<file path="config.mk">
export PLATFORM = sky130hd
export DESIGN_NAME = dmem_arbiter
export DESIGN_NICKNAME = d
export VERILOG_FILES = /design/src/rtl/dmem_arb_pkg.sv /design/src/rtl/dmem_rr_pick.sv /design/src/rtl/dmem_arbiter.sv
export SDC_FILE = /design/constraint.sdc
export NUM_CORES = 1
export LEC_CHECK = 0
export ABC_CLOCK_PERIOD_IN_PS = 1700
export CORE_AREA = 2 2 117 119
export DETAILED_ROUTE_END_ITERATION = 7
export DIE_AREA = 0 0 119 121
export PLACE_DENSITY = 0.74
export RECOVER_POWER = 100
export REMOVE_ABC_BUFFERS = 1
export SYNTH_ARGS = -nofsm -noshare
export SYNTH_HDL_FRONTEND = slang
export SYNTH_SLANG_ARGS = --single-unit
export TNS_END_PERCENT = 30
</file>
<file path="constraint.sdc">
create_clock -name i_clk -period 1.7 [get_ports i_clk]
set_input_delay 0.34 -clock i_clk [delete_from_list [all_inputs] [get_ports i_clk]]
set_output_delay 0.34 -clock i_clk [all_outputs]
set_load 0.03 [all_outputs]
</file>
<file path="src/rtl/dmem_arb_pkg.sv">
// Shared types and constants for the two-port data-memory arbiter.
// Port IDs, arbitration states and the default geometry live here.
package dmem_arb_pkg;

    localparam int PORT_CPU  = 0;
    localparam int PORT_HOST = 1;

    localparam int DEF_IDX_W    = 8;
    localparam int DEF_MAX_LOCK = 4;

    // Arbitration state names the port that currently wins a tie.
    typedef enum logic {
        PRI0 = 1'b0,
        PRI1 = 1'b1
    } arb_state_e;

    function automatic arb_state_e pri_of(input logic port);
        return port ? PRI1 : PRI0;
    endfunction

endpackage

</file>
<file path="src/rtl/dmem_rr_pick.sv">
// Combinational 2-way priority pick: a lone requester always wins,
// a tie goes to the port named by the current arbitration state.
module dmem_rr_pick
    import dmem_arb_pkg::*;
(
    input  logic       i_req0,
    input  logic       i_req1,
    input  arb_state_e i_state,
    output logic       o_gnt0,
    output logic       o_gnt1
);

    logic w_tie;

    assign w_tie  = i_req0 & i_req1;
    assign o_gnt0 = i_req0 & (~w_tie | (i_state == PRI0));
    assign o_gnt1 = i_req1 & (~w_tie | (i_state == PRI1));

endmodule

</file>
<file path="src/rtl/dmem_arbiter.sv">
// Shares a single-port word-addressed data memory between the CPU MEM stage
// (port 0) and the host loader (port 1) with round-robin and bounded locks.
module dmem_arbiter
    import dmem_arb_pkg::*;
#(
    parameter int ADDR_W   = 32,
    parameter int IDX_W    = DEF_IDX_W,
    parameter int MAX_LOCK = DEF_MAX_LOCK
)
(
    input  logic              i_clk,
    input  logic              i_reset,
    input  logic              i_req0,
    input  logic              i_req1,
    input  logic              i_we0,
    input  logic              i_we1,
    input  logic              i_lock0,
    input  logic              i_lock1,
    input  logic [ADDR_W-1:0] i_addr0,
    input  logic [ADDR_W-1:0] i_addr1,
    input  logic [31:0]       i_wdata0,
    input  logic [31:0]       i_wdata1,
    output logic              o_gnt0,
    output logic              o_gnt1,
    output logic              o_err0,
    output logic              o_err1,
    output logic              o_rvalid0,
    output logic              o_rvalid1,
    output logic [31:0]       o_rdata0,
    output logic [31:0]       o_rdata1,
    output logic              o_mem_read,
    output logic              o_mem_write,
    output logic [31:0]       o_mem_address,
    output logic [31:0]       o_mem_write_data,
    input  logic [31:0]       i_mem_read_data
);

    localparam int               CNT_W      = $clog2(MAX_LOCK + 1);
    localparam logic [CNT_W-1:0] LOCK_LIMIT = CNT_W'(MAX_LOCK);

    arb_state_e       r_state;
    arb_state_e       w_state_nxt;
    logic [CNT_W-1:0] r_lock_cnt;
    logic [CNT_W-1:0] w_lock_cnt_nxt;

    logic             r_rd_pend;
    logic             r_rd_tag;
    logic [31:0]      r_rdata0;
    logic [31:0]      r_rdata1;

    logic             w_pick0;
    logic             w_pick1;
    logic             w_gnt0;
    logic             w_gnt1;
    logic             w_gnt_any;
    logic             w_sel;
    logic [ADDR_W-1:0] w_sel_addr;
    logic [31:0]      w_sel_wdata;
    logic             w_sel_we;
    logic             w_sel_lock;
    logic             w_other_req;
    logic [IDX_W-1:0] w_idx;
    logic             w_misaligned;
    logic             w_out_of_range;
    logic             w_err;
    logic             w_rvalid0;
    logic             w_rvalid1;

    dmem_rr_pick u_pick (
        .i_req0  (i_req0),
        .i_req1  (i_req1),
        .i_state (r_state),
        .o_gnt0  (w_pick0),
        .o_gnt1  (w_pick1)
    );

    // Reset masks every grant so nothing reaches the memory while it is held.
    assign w_gnt0    = w_pick0 & ~i_reset;
    assign w_gnt1    = w_pick1 & ~i_reset;
    assign w_gnt_any = w_gnt0 | w_gnt1;
    assign w_sel     = w_gnt1;

    assign w_sel_addr  = w_sel ? i_addr1  : i_addr0;
    assign w_sel_wdata = w_sel ? i_wdata1 : i_wdata0;
    assign w_sel_we    = w_sel ? i_we1    : i_we0;
    assign w_sel_lock  = w_sel ? i_lock1  : i_lock0;
    assign w_other_req = w_sel ? i_req0   : i_req1;

    assign w_idx          = w_sel_addr[IDX_W+1:2];
    assign w_misaligned   = |w_sel_addr[1:0];
    assign w_out_of_range = |w_sel_addr[ADDR_W-1:IDX_W+2];
    assign w_err          = w_gnt_any & (w_misaligned | w_out_of_range);

    assign o_gnt0 = w_gnt0;
    assign o_gnt1 = w_gnt1;
    assign o_err0 = w_gnt0 & w_err;
    assign o_err1 = w_gnt1 & w_err;

    assign o_mem_read       = w_gnt_any & ~w_sel_we & ~w_err;
    assign o_mem_write      = w_gnt_any &  w_sel_we & ~w_err;
    assign o_mem_address    = w_gnt_any ? {{(32-IDX_W){1'b0}}, w_idx} : 32'd0;
    assign o_mem_write_data = w_gnt_any ? w_sel_wdata : 32'd0;

    // NOTE: every combinational output gets its hold value first, so no path
    // through the block leaves a variable unassigned and no latch is inferred.
    always_comb begin
        w_state_nxt    = r_state;
        w_lock_cnt_nxt = r_lock_cnt;
        if (w_gnt_any) begin
            if (w_sel_lock && w_other_req && (r_lock_cnt < LOCK_LIMIT)) begin
                w_state_nxt    = pri_of(w_sel);
                w_lock_cnt_nxt = r_lock_cnt + CNT_W'(1);
            end else if (w_sel_lock && !w_other_req) begin
                w_state_nxt    = pri_of(w_sel);
            end else begin
                w_state_nxt    = pri_of(~w_sel);
                w_lock_cnt_nxt = '0;
            end
        end
    end

    // NOTE: state registers use non-blocking assignments so every flop
    // samples pre-edge values regardless of process evaluation order.
    always_ff @(posedge i_clk) begin
        if (i_reset) begin
            r_state    <= PRI0;
            r_lock_cnt <= '0;
        end else begin
            r_state    <= w_state_nxt;
            r_lock_cnt <= w_lock_cnt_nxt;
        end
    end

    // Read data passes straight through in the tag's cycle; the hold
    // registers keep the last value so rdata is stable between responses.
    assign w_rvalid0 = r_rd_pend & ~i_reset & (r_rd_tag == 1'(PORT_CPU));
    assign w_rvalid1 = r_rd_pend & ~i_reset & (r_rd_tag == 1'(PORT_HOST));

    assign o_rvalid0 = w_rvalid0;
    assign o_rvalid1 = w_rvalid1;
    assign o_rdata0  = w_rvalid0 ? i_mem_read_data : r_rdata0;
    assign o_rdata1  = w_rvalid1 ? i_mem_read_data : r_rdata1;

    // NOTE: the data hold registers are reset too, because rdata must read 0
    // after reset rather than whatever the flops powered up with.
    always_ff @(posedge i_clk) begin
        if (i_reset) begin
            r_rd_pend <= 1'b0;
            r_rd_tag  <= 1'(PORT_CPU);
            r_rdata0  <= 32'd0;
            r_rdata1  <= 32'd0;
        end else begin
            r_rd_pend <= o_mem_read;
            r_rd_tag  <= w_sel;
            if (w_rvalid0) r_rdata0 <= i_mem_read_data;
            if (w_rvalid1) r_rdata1 <= i_mem_read_data;
        end
    end

endmodule

</file>
# == Word-level counts from Yosys, hierarchy flattened ==
# Index checks and enable logic that the tools add are counted.
# Widths: inputs -> output; s select.
# totals
ff_bits,70
latch_bits,0
ram_bits,0
rom_bits,0
in_bits,168
out_inout_bits,136
elab_cells,56
mem_count,0
# op_classes
add_sub_neg,1
multipliers,0
div,0
n_lt_le_gt_ge,1
eq_ne,1
n_shift,0
mux,15
bitwise_logic,25
reduce_logical,7
# ops
operator,count
$mux 32,5
$reduce_or 22->1,1
$and 1x1->1,15
$mux 8,1
$mux 1,7
$mux 3,2
$not 1->1,6
$or 1x1->1,4
$add 3x1->3 const B,1
$logic_and 1x1->1,3
$lt 3x3->1 const B,1
$ne 2x2->1 const B,1
$reduce_and 2->1,1
$reduce_or 2->1,1
$logic_not 1->1,1

# == Logic depth before layout (Yosys ltp) ==
# Gate-level depths: netlist of run 1.
# logic_depth
depth_word,11
ltp_mapped,6
mapped_depth_nobuf,5

# == Modules after synthesis ==
# A second synthesis of run 1 with hierarchy kept.
# unflattened
cells_unflattened,422
hier_area_um2,3609.7
# by_module_without_submodules
module,instances,cells_per_inst,area_per_inst_um2,seq_area_each_um2
dmem_arbiter,1,419,3590.9,1401.3
dmem_rr_pick,1,3,18.8,0.0

# == Least setup slack after synthesis of run 1 ==
# OpenSTA, ideal clock, no wires.
# synth_path
path_type,input-to-output
startpoint,input i_addr1[12]
endpoint,output o_mem_read
arrival_ns,1.707
t_required_ns,1.360
path_slack_ns,-0.347
stages,4
n_path_buf,0
path_cell_list,nor4_1 -> nand2_1 -> or4_1 -> a21oi_1
# synth_between
elab_chain_len,6
# synth_rtl
element,line,rtl
from (decl),dmem_arbiter.sv:20,"input logic [ADDR_W-1:0] i_addr1,"
$mux 32,dmem_arbiter.sv:83,assign w_sel_addr = w_sel ? i_addr1 : i_addr0;
$reduce_or 22->1,dmem_arbiter.sv:91,assign w_out_of_range = |w_sel_addr[ADDR_W-1:IDX_W+2];
$or 1x1->1,dmem_arbiter.sv:92,assign w_err = w_gnt_any & (w_misaligned | w_out_of_range);
$and 1x1->1,dmem_arbiter.sv:92,
$not 1->1,dmem_arbiter.sv:99,assign o_mem_read = w_gnt_any & ~w_sel_we & ~w_err;
$and 1x1->1,dmem_arbiter.sv:99,
to (decl),dmem_arbiter.sv:31,"output logic o_mem_read,"
# No other way between the ends.

# == Worst setup path in the final report of run 1 ==
# layout_path
startpoint,input i_addr1[13]
endpoint,output o_mem_read
# The elaborated chain is that of the path after synthesis.

==> results of run 1 <==
## flip-flops by register name, indices dropped and copies added, names as in the netlist
name        count
r_rdata1       32
r_rd_pend       1
r_rdata0       32
r_state         1
r_lock_cnt      3
r_rd_tag        1
## worst max-delay path: cells and delay by family
family | cells | cell delay (ns)
buf+inv | 2 | 0.38
simple gates | 3 | 0.92
compound gates | 1 | 0.17
## stage by stage
stage          TNS (ns)  hold slack [ns]  setup WS, ns  total power [mW]
2_1_floorplan   -142.85            0.412         -1.53              2.03
3_3_place_gp     -56.97            0.460        -0.726              2.72
3_5_place_dp     -57.57            0.466        -0.731              2.72
4_1_cts          -35.65            0.476        -0.423              4.68
5_1_grt          -41.84            0.502        -0.484              4.84
6_report         -34.10            0.474        -0.450              4.66
## cell type report
type	count	area, µm²	share of cell area, %
clock buffer	13	260	3.31
multi-input combinational	320	2460	31.3
sequential	70	1400	17.9
clock inverter	3	42.5	0.542
inverter	5	18.8	0.239
tap	176	220	2.80
timing repair buffer	324	3450	43.9
## path summary, 6_finish.rpt
check	slack [ns]	cells after the start	to
min reg2reg	0.48	1	r_lock_cnt[1]
max reg2reg	0.17	6	r_rdata0[23]
min	0.47	5	r_rd_pend
max	-0.45	6	o_mem_read
## placed cells by master (no fill, tap or decap), types with 2 or more instances in the layout
cell	instances
clkdlybuf4s15_1	15
clkbuf_16	10
a22o_1	2
or4_4	2
mux2_1	9
a21oi_2	26
nor4_1	3
buf_12	23
clkbuf_1	2
nand2_2	3
buf_4	43
nor2_1	5
nand2_1	81
buf_6	70
dlygate4sd2_1	11
a21oi_1	15
a21oi_4	2
clkdlybuf4s50_1	115
conb_1	24
dfxtp_2	2
nor2b_1	64
dfxtp_1	68
nor4_4	3
buf_2	21
clkbuf_8	2
nand4_1	2
buf_16	4
inv_1	4
mux2_2	12
nor4_2	7
clkdlybuf4s15_2	19
mux2_4	44
## cells by family (layout without fill, tap and decap cells)
group | after synthesis | in the layout | synth area share [%]
other | 1 | 24 | 0.102
AND/OR/NAND/NOR | 177 | 177 | 24.8
adder cells (fa/ha/maj) | 1 | 1 | 0.341
buffers and inverters | 55 | 345 | 8.55
flip-flops | 70 | 70 | 38.2
multiplexers | 66 | 66 | 20.2
AO/OA/AOI/OAI | 52 | 52 | 7.77
## repair_timing
action,CTS,global route
endpoints found under the setup margin,110,111
cloned,5,1
buffers inserted,11,2
gates resized for setup,492,22
pin swaps,22,12
## per-layer routing
layer	GRT usage [%]	part of all wire [%]
met3	4.98	6.5
met2	37.3	53
met4	6.40	2.0
met5	0	0
met1	22.9	38
## report_power, final
part	internal, mW	leakage [nW]	total (mW)	switching, mW
Combinational	0.589	2.71	1.13	0.539
Sequential	1.65	0.565	1.65	0.00345
Clock	1.21	0.146	1.88	0.667
Total	3.45	3.43	4.66	1.21
==> metrics.md, run 1 <==
| Metric | Value |
|---|---|
| Outcome | complete, but fails checks |
| Failing checks | negative setup slack |
| Largest net degree at the start of global routing | 41 |
| Setup crit end kind | primary output |
| Initial drt markers | 164 |
| Fmax | 0.465 GHz |
| Layout Skew | 0.00557 ns |
| Syn Std Cell Area | 3670 µm² |
| Longest Clk Path Bufs | 2 |
| Clock tree sinks | 70 |
| Crit Path Max Fanout | 2 |
| Cts bufs inserted | 9 |
| Cells after synthesis | 422 |
| DRC | 0 |
| Vias in the first global route | 4,135 |
| Synth area leaders | dfxtp_1, mux2_2, nor2b_1, nand2_1, a21oi_1 |
| Die ar. | 14,400 µm² |
| Sequential area share after synthesis | 38.2% |
| Worst-path clk slew | 0.05 ns |
| Worst setup margin | -0.450 ns |
| Wirelength, routed | 15.4 mm |
| DP Wirelength | 10.7 mm |
| Critical Path RT | 1.36 ns |
| CTS tree | built |
| Worst skew pair latency | 0.32 ns |
| Synth async-reset ratio | 0% |
| Most common flop cell mapped by yosys | dfxtp_1 |
| Period utilization | 126% |
| Synth area leader | dfxtp_1 |
| Avg Inst Size Synth | 8.70 µm² |
| CP max-delay cell | or4_4 |
| CTS root buf | clkbuf_16 |
| Worst-path cell chain | dlygate4sd2_1, nor4_1, nand2_1, or4_4, a21oi_4, buf_6 |
| DP Area | 6790 µm² |
| Final ANT Viol Nets | 0 |
| Die Y | 121 µm |
| Endpoints failing hold | 0 |
| IO buf count | 279 |
| Hold_buf cts | 0 |
| Die width | 119 µm |
| Fill count | 1,080 |
| Yosys top cell area share | 38.2% |
| H-tree depth | 3 |
| Post-synth cell types | 31 |
| Pre-antenna DRT Iters | 4 |
| Count of non-filler cells in the finished layout | 911 |
| Nets@finish | 899 |
| Top-count cell post-synth | nand2_1 |
| Critical path class | primary input to primary output |
| Via-per-instance ratio | 4.54 |
| Top cell types by occurrence after synthesis | nand2_1, dfxtp_1, mux2_2 |
| Setup crit start kind | primary input |
| RR Startpoint | r_rd_tag |
| Total track usage | 20.2% |
| Top Ports | 304 |
| # diodes | 0 |
| Hold Crit Class | primary input to flop |
| Post-layout util | 60.0% |
| Fin. max-slew vios | 0 |
| Post-synth EDFFs | 0 |
| Layout cell share with drive strength beyond 1 | 41.4% |
| Global placement routability congestion | 0.820 |
| YS warnings | 0 |
| Vias | 4,139 |
| Peak supply drop | 0.324 mV |
| Setup crit start | i_addr1[13] |
| Synthesized flop and latch total | 70 |
| Total congestion overflow | 0 |
| Maxcap violations | 0 |
| RSZ-0062 raised after global routing | yes |
| Initial antenna violation count | 0 |
| Design area | 7860 µm² |
| Avg WL per Cell | 16.9 µm |
| Placed insts | 877 |
| Final-report setup violation count | 110 |
| Slowest stage delay, CP | 0.53 ns |
| Initial Util | 28.1% |
| Min Tclk post-route | 2.15 ns |
| PwrDens | 593 nW/µm² |
| Global-route wire length before repair | 22.8 mm |
| Core ar. | 13,100 µm² |
| Area grow syn2layout | 114% |
| Arrival time worst endpoint | 1.81 ns |
| Worst hold start | i_addr0[19] |
| Total leakage power | 3.43 nW |
| Rows | 42 |
(Power assumes the default switching activity.)
==> inputs of run 2 (changes only) <==
==> constraint.sdc (replaced) <==
create_clock -name i_clk -period 1.7 [get_ports i_clk]
set_input_delay 0.34 -clock i_clk [delete_from_list [all_inputs] [get_ports i_clk]]
set_output_delay 0.34 -clock i_clk [all_outputs]
set_load 0.005 [all_outputs]
==> metrics.md, run 2 (synthesized netlist as in run 1, its figures left out) <==
| Metric | Value |
|---|---|
| Core ar. | 13,100 µm² |
| Design area | 7990 µm² |
| Layout Skew | 0.00454 ns |
| Total track usage | 22.1% |
| # diodes | 0 |
| Worst-path clk slew | 0.05 ns |
| Commonest non-fill, non-tap cell in the layout | clkdlybuf4s50_1 |
| Worst setup margin | -0.423 ns |
| Initial drt markers | 129 |
| Total leakage power | 3.74 nW |
| Setup crit end kind | primary output |
| Cts bufs inserted | 9 |
| Pre-antenna DRT Iters | 6 |
| Fill count | 1,068 |
| Final ANT Viol Nets | 0 |
| Global placement routability congestion | 0.798 |
| Top Ports | 304 |
| Failing checks | negative setup slack |
| Wirelength, routed | 16.8 mm |
| Layout cell share with drive strength beyond 1 | 45.9% |
| Vias in the first global route | 4,329 |
| Worst hold start | i_addr1[22] |
| Worst skew pair latency | 0.33 ns |
| Fin. max-slew vios | 0 |
| Crit Path Max Fanout | 3 |
| Endpoints failing hold | 0 |
| Routed met2 length | 8.90 mm |
| IO buf count | 279 |
| Min Tclk post-route | 2.12 ns |
| Total congestion overflow | 0 |
| Die ar. | 14,400 µm² |
| DRC | 0 |
| Outcome | complete, but fails checks |
| Highest Signal Layer | met4 |
| Internal | 3.78 mW |
| Largest net degree at the start of global routing | 43 |
| Critical path class | flop to primary output |
| Initial Util | 28.1% |
| Top flop regs | r_rdata0 (32), r_rdata1 (32), r_lock_cnt (3) |
| PwrDens | 605 nW/µm² |
| Area grow syn2layout | 118% |
| H-tree depth | 3 |
| CTS tree | built |
| NetSw | 1.05 mW |
| Hold Crit Class | primary input to flop |
| Nets@finish | 937 |
| Avg WL per Cell | 17.7 µm |
| Power Total | 4.84 mW |
| Setup crit start | r_state |
| RSZ-0062 raised after global routing | yes |
| Arrival time worst endpoint | 1.78 ns |
| Logic pwr share | 19.0% |
| Fmax | 0.471 GHz |
| Initial antenna violation count | 0 |
| Clock tree sinks | 70 |
| DP Wirelength | 10.8 mm |
| Peak supply drop | 0.366 mV |
| Final-report setup violation count | 109 |
| Die width | 119 µm |
| Reg-to-reg slack, setup | 0.11 ns |
| Setup crit start kind | flop |
| Critical Path RT | 1.36 ns |
| Rows | 42 |
| DP Area | 6740 µm² |
| Sequential fraction of design power | 34.1% |
| Period utilization | 125% |
| CTS root buf | clkbuf_16 |
| Sw Ratio | 21.8% |
| Global-route wire length before repair | 24.3 mm |
| Clock power frac | 46.9% |
| Die Y | 121 µm |
| RR Startpoint | r_rd_tag |
| Vias | 4,271 |
| Maxcap violations | 0 |
| Worst hold slack | 0.441 ns |
| Longest Clk Path Bufs | 2 |
| Met3 wire length | 1.02 mm |
| Most frequent cells in the layout | clkdlybuf4s50_1, nand2_1, dfxtp_1, nor2b_1, mux2_4 |
| WL met1 | 6.51 mm |
| Via-per-instance ratio | 4.50 |
[run 2: repair_timing]
action / CTS / global route
endpoints found under the setup margin: 112 / 118
hold buffers: 0 / 0
endpoints found under the hold margin: 0 / 0
cloned: 11 / 0
pin swaps: 39 / 19
resized for setup: 655 / 87
setup buffers: 32 / 15
[run 2: critical path: stages (launching register included)]
cell	delay (ns)
dfxtp_2	0.33
nand2b_4	0.12
nand3b_4	0.11
buf_6	0.14
or4_4	0.48
a21oi_2	0.15
buf_2	0.13
[run 2: through the flow]
| step | worst slack, ns | setup TNS, ns | util [%] | instances |
|---|---|---|---|---|
| 2_1_floorplan | -1.07 | -95.60 | - | 395 |
| 3_3_place_gp | -1.10 | -81.01 | 51.5 | 879 |
| 3_5_place_dp | -1.07 | -84.43 | 51.5 | 879 |
| 4_1_cts | -0.452 | -34.76 | 60.5 | 938 |
| 5_1_grt | -0.490 | -36.90 | 61.1 | 949 |
| 6_report | -0.423 | -29.77 | 61.1 | 949 |
[run 2: routing by layer]
layer	vias to the layer above	global-route usage, %
li1	2068	-
met5	-	0
met1	1992	24.4
met4	0	7.29
met3	19	5.36
met2	192	41.3
[run 2: cell type report]
type | instances | area [µm²] | area share [%]
multi-input cells | 321 | 2560 | 32.1
inverters | 5 | 21.3 | 0.266
clock inverters | 6 | 134 | 1.68
well taps | 176 | 220 | 2.76
clock buffers | 10 | 229 | 2.87
flip-flops and latches | 70 | 1410 | 17.6
repair buffers | 361 | 3420 | 42.8
[run 2: path summary, 6_finish.rpt]
path / end / depth (start not counted)
setup / recovery: o_mem_read / 6
hold / removal: r_rd_pend / 5
setup reg to reg: r_rdata0[19] / 6
hold reg to reg: r_lock_cnt[1] / 1
[run 2: power groups by stage]
stage / clock network, mW / registers, mW / logic, mW
2_1_floorplan: 0 / 1.68 / 0.160
3_3_place_gp: 0 / 1.68 / 0.815
3_5_place_dp: 0 / 1.68 / 0.824
4_1_cts: 2.30 / 1.65 / 0.900
5_1_grt: 2.39 / 1.65 / 0.980
6_report: 2.27 / 1.65 / 0.919
